$ cat src/rtl/truth_table_scanner.sv
// Purpose: sweeps all 2**N_VARS inputs of a function, captures its truth table, then streams its term indices.
// Latency: sweep takes 2**N_VARS*(SETTLE+1) cycles after start; EMIT spends one cycle per row, plus stalls.
// Backpressure: term_idx/term_last are held while term_valid & !term_ready; a sweep does not wait on the consumer.
// Build option SOP_OUTPUT_EN: when defined, terms are minterms (f=1); otherwise they are maxterms (f=0).
module truth_table_scanner #(
    parameter int N_VARS = 3,
    parameter int SETTLE = 1
) (
    input  logic                     clk,
    input  logic                     rst_n,
    input  logic                     start,
    output logic                     busy,
    output logic [N_VARS-1:0]        vars_out,
    input  logic                     f_in,
    output logic [(1<<N_VARS)-1:0]   table_out,
    output logic                     table_valid,
    output logic                     term_valid,
    input  logic                     term_ready,
    output logic [N_VARS-1:0]        term_idx,
    output logic                     term_last,
    output logic                     none,
    output logic                     done
);

    localparam int                DEPTH       = 1 << N_VARS;
    localparam logic [N_VARS-1:0] ROW_MAX     = '1;
    localparam logic [3:0]        SETTLE_LAST = 4'(SETTLE - 1);

    typedef enum logic [2:0] {
        S_IDLE,
        S_DRIVE,
        S_SAMPLE,
        S_EMIT,
        S_DONE
    } state_t;

    state_t             state;
    state_t             state_nxt;
    logic [3:0]         settle_cnt;
    logic [N_VARS-1:0]  ptr;
    logic [DEPTH-1:0]   term_mask;
    logic               term_here;
    logic               term_above;
    logic               no_terms;
    logic               settled;

    // Rows that count as terms in the selected output form.
    always_comb begin
`ifdef SOP_OUTPUT_EN
        term_mask = table_out;
`else
        term_mask = ~table_out;
`endif
    end

    assign term_here  = term_mask[ptr];
    // Lookahead: any term strictly above the current pointer.
    assign term_above = ((term_mask >> ptr) >> 1) != '0;
    assign no_terms   = (term_mask == '0);
    assign settled    = (settle_cnt == SETTLE_LAST);

    assign busy       = (state != S_IDLE);
    assign done       = (state == S_DONE);
    assign term_valid = (state == S_EMIT) && term_here;
    assign term_last  = term_valid && !term_above;
    assign term_idx   = ptr;

    // State register.
    always_ff @(posedge clk or negedge rst_n) begin
        if (!rst_n) begin
            state <= S_IDLE;
        end else begin
            state <= state_nxt;
        end
    end

    // Next-state selection.
    always_comb begin
        state_nxt = state;
        case (state)
            S_IDLE:   if (start) state_nxt = S_DRIVE;
            S_DRIVE:  if (settled) state_nxt = S_SAMPLE;
            S_SAMPLE: state_nxt = (vars_out == ROW_MAX) ? S_EMIT : S_DRIVE;
            S_EMIT: begin
                if (no_terms) begin
                    state_nxt = S_DONE;
                end else if (term_valid) begin
                    if (term_ready && (term_last || ptr == ROW_MAX)) state_nxt = S_DONE;
                end else if (ptr == ROW_MAX) begin
                    state_nxt = S_DONE;
                end
            end
            S_DONE:   state_nxt = S_IDLE;
            default:  state_nxt = S_IDLE;
        endcase
    end

    // Sweep, capture and emit datapath; results are retained after DONE.
    always_ff @(posedge clk or negedge rst_n) begin
        if (!rst_n) begin
            vars_out    <= '0;
            table_out   <= '0;
            table_valid <= 1'b0;
            none        <= 1'b0;
            settle_cnt  <= '0;
            ptr         <= '0;
        end else begin
            case (state)
                S_IDLE: begin
                    if (start) begin
                        vars_out    <= '0;
                        table_out   <= '0;
                        table_valid <= 1'b0;
                        none        <= 1'b0;
                        settle_cnt  <= '0;
                        ptr         <= '0;
                    end
                end
                S_DRIVE: begin
                    settle_cnt <= settled ? 4'd0 : settle_cnt + 4'd1;
                end
                S_SAMPLE: begin
                    table_out[vars_out] <= f_in;
                    if (vars_out == ROW_MAX) begin
                        table_valid <= 1'b1;
                        ptr         <= '0;
                    end else begin
                        vars_out <= vars_out + 1'b1;
                    end
                end
                S_EMIT: begin
                    if (no_terms) begin
                        none <= 1'b1;
                    end else if ((!term_valid || (term_ready && !term_last)) && ptr != ROW_MAX) begin
                        ptr <= ptr + 1'b1;
                    end
                end
                default: ;
            endcase
        end
    end

endmodule

$ cat config.mk
export PLATFORM = sky130hd
export DESIGN_NAME = truth_table_scanner
export DESIGN_NICKNAME = d
export VERILOG_FILES = /design/src/rtl/truth_table_scanner.sv
export SDC_FILE = /design/constraint.sdc
export NUM_CORES = 1
export LEC_CHECK = 0
export BUFFER_PORTS_ARGS = -buffer_cell sky130_fd_sc_hd__clkbuf_2
export CAP_MARGIN = 0
export CORE_MARGIN = 2
export CORE_UTILIZATION = 30
export CTS_CLUSTER_SIZE = 14
export DETAILED_ROUTE_END_ITERATION = 7
export SLEW_MARGIN = 15
export SYNTH_ARGS = -nofsm -noshare
export SYNTH_HDL_FRONTEND = slang
export SYNTH_SLANG_ARGS = --single-unit
$ cat constraint.sdc
create_clock -name clk -period 2.6 [get_ports clk]
set_input_delay 0.52 -clock clk [delete_from_list [all_inputs] [get_ports clk]]
set_output_delay 0.52 -clock clk [all_outputs]
set_load 0.01 [all_outputs]
==> results.sh <==
export IMPL_syn_nets=155
export IMPL_power_leakage_nw=0.716
export IMPL_portBuffers=24
export IMPL_drv_slew=0
export IMPL_wl_mm=2.98
export IMPL_clkSinkCount=23
export IMPL_cts_buffers=3
export IMPL_max_cap_viol_count=0
export IMPL_post_cts_buffers=0
export IMPL_num_vias=1159
export IMPL_die_w_microns=69.9
export IMPL_avgSynthCellArea_sq_um=9.05
export IMPL_syn_area_sq_mm=0.00130
export IMPL_mostFrequentLayoutCells="o21ai_0, clkbuf_2, dfrtp_1"
export IMPL_synth_ff_type="dfrtp_1"
export IMPL_path_max_fanout=8
export IMPL_syn2layout_area_growth_pct=17.0
export IMPL_async_flop_share_pct=100
export IMPL_root_buffer="clkbuf_8"
export IMPL_power_per_cell_area_mw_per_mm2=930
export IMPL_worst_path_buf_inv=1
export IMPL_die_area_sq_mm=0.00489
export IMPL_cts_htree_levels=1
export IMPL_clk_pin_slew_worst_paths_ns=0.08
export IMPL_ys_types=29
export IMPL_drt_iter0_drc=84
export IMPL_hold_class="primary input to asynchronous set/reset pin"
export IMPL_rows=23
export IMPL_core_area_sq_mm=0.00409
export IMPL_clockBufferDepth=2
export IMPL_worst_ep_required_time_ns=2.08
export IMPL_initial_core_util_pct=31.9
export IMPL_hold_violations=0
export IMPL_ant_nets=0
export IMPL_drive_above_1_share_pct=19.4
export IMPL_wl_per_cell_microns=13.6
export IMPL_critPathSlowestCell="mux4_2"
export IMPL_grt_overflow_total=0
export IMPL_syn_inst=144
export IMPL_grtUsageTotal_pct=13.6
export IMPL_crit_chain="mux4_2 -> mux2_2 -> nor2_1 -> and3_1 -> clkbuf_2"
export IMPL_critical_path_max_stage_delay_ns=0.52
export IMPL_place_congestion=0.837
export IMPL_drc=0
export IMPL_grt_pass1_vias=1136
export IMPL_num_antenna_cells=0
export IMPL_die_h_microns=69.9
export IMPL_fmax_mhz=403
export IMPL_clock_latency_ns=0.27
export IMPL_tritoncts="done"
export IMPL_yosysWarnings=0
export IMPL_worstMarginPinSlew_ns=0.593
export IMPL_status="completed"
export IMPL_setup_viol=0
export IMPL_synth_top_area_share_pct=44.1
export IMPL_layoutNonFillerInstCount=220
export IMPL_holdBufCountCts=0
export IMPL_peakVddDrop_mv=0.412
export IMPL_dp_cells=216
export IMPL_viasPerCell=5.27
export IMPL_dp_hpwl_mm=2.26
export IMPL_synth_seq_area_share_pct=44.1
export IMPL_antenna_found_initial=0
export IMPL_final_nets=182
export IMPL_grt_start_max_net_pins=24
export IMPL_start_kind="flop"
export IMPL_path_class="flop to output pin"
export IMPL_maxSlewHeadroom_pct=60.5
export IMPL_synth_edf_count=0
export IMPL_synth_area_leaders="dfrtp_1, o21ai_0, ha_1"
export IMPL_grt_pass1_wl_mm=5.50
export IMPL_crit_arrival_ns=1.96
export IMPL_fin_crit_ns=2.48
export IMPL_cp_top_family="multiplexers"
export IMPL_period_share_pct=95.4
export IMPL_ios=25
export IMPL_rsz0062_at_grt="false"
export IMPL_dr_pass1_iters=4
export IMPL_yosysTopAreaCell="dfrtp_1"
export IMPL_tns_ns=0
export IMPL_cp_end_kind="output pin"
export IMPL_ys_ff_latch=23
export IMPL_fin_skew_ns=0.00774
==> cells in the mapped netlist (2+ instances only) <==
library cell / number
a21oi_1: 13
a22o_1: 4
a22oi_1: 2
a32o_1: 2
clkbuf_1: 2
dfrtp_1: 23
ha_1: 6
inv_1: 8
mux2_2: 3
mux4_2: 2
nand2_1: 10
nand2b_1: 3
nand3_1: 8
nand4_1: 3
nor2_1: 14
nor2b_1: 3
nor3_1: 2
o21ai_0: 24
o21ai_1: 2
==> power breakdown <==
part | internal, W | switching, W | total, W
clock network | 0.000109 | 0.000114 | 0.000223
logic | 0.000251 | 0.000352 | 0.000603
registers | 0.000440 | 0.000153 | 0.000592
==> flip-flops by register name, summed over array words and instances, names as in the netlist <==
signal	count
none	1
settle_cnt	4
state	3
table_out	8
table_valid	1
term_idx	3
vars_out	3
==> cell families after synthesis <==
group	after synthesis	synth area share, %
buffers and inverters	10	2.88
AOI/OAI and AO/OA	53	24.0
DFF	23	44.1
adders and majority gates	6	5.76
and+or+nand+nor	47	17.2
muxes	5	6.05
==> layout make-up <==
cell class | count | area, sq um
well taps | 50 | 62.6
repair buffers | 24 | 120
inverters | 8 | 30.0
clock buffers | 4 | 45.0
fillers | 426 | 2560
multi-input cells | 111 | 691
flip-flops and latches | 23 | 577
==> path summary, 6_finish.rpt <==
| check | slack (ns) | endpoint | start | depth (start not counted) |
|---|---|---|---|---|
| hold reg to reg | 0.54 | settle_cnt[3]$_DFFE_PN0P_ | settle_cnt[3]$_DFFE_PN0P_ | 2 |
| min in group clk | 0.54 | settle_cnt[3]$_DFFE_PN0P_ | settle_cnt[3]$_DFFE_PN0P_ | 2 |
| setup / recovery | 0.12 | term_last | term_idx[0]$_DFFE_PN0P_ | 5 |
| max in group asynchronous | 1.92 | term_idx[0]$_DFFE_PN0P_ | rst_n | 1 |
| setup reg to reg | 0.56 | state[0]$_DFFE_PN0P_ | term_idx[0]$_DFFE_PN0P_ | 6 |
| hold / removal | 0.24 | table_valid$_DFFE_PN0P_ | rst_n | 1 |
==> timing repair <==
action | 4_1_cts | 5_1_grt
setup endpoints to repair | 0 | 1
hold endpoints to repair | 0 | 0
resized for setup | 0 | 1
==> through the flow <==
step / area (sq um) / total power [W] / hold slack, ns / util, % / setup slack, ns
floorplan: 1300 / 0.000996 / 0.224 / - / 0.317
global placement: 1480 / 0.00120 / 0.523 / 36.2 / 0.371
detailed placement: 1480 / 0.00120 / 0.532 / 36.2 / 0.306
CTS: 1520 / 0.00143 / 0.267 / 37.3 / 0.0186
global route: 1530 / 0.00157 / 0.294 / 37.3 / 0.00589
finish: 1530 / 0.00142 / 0.239 / 37.3 / 0.120
==> routing by layer <==
layer,vias to the layer above,wire (microns),GRT usage (%)
met3,5,148,2.02
met1,551,1470,20.2
met2,26,1330,20.4
met5,-,0,0
met4,0,38,3.85
li1,577,-,-
Power figures use the tool's default switching activity.
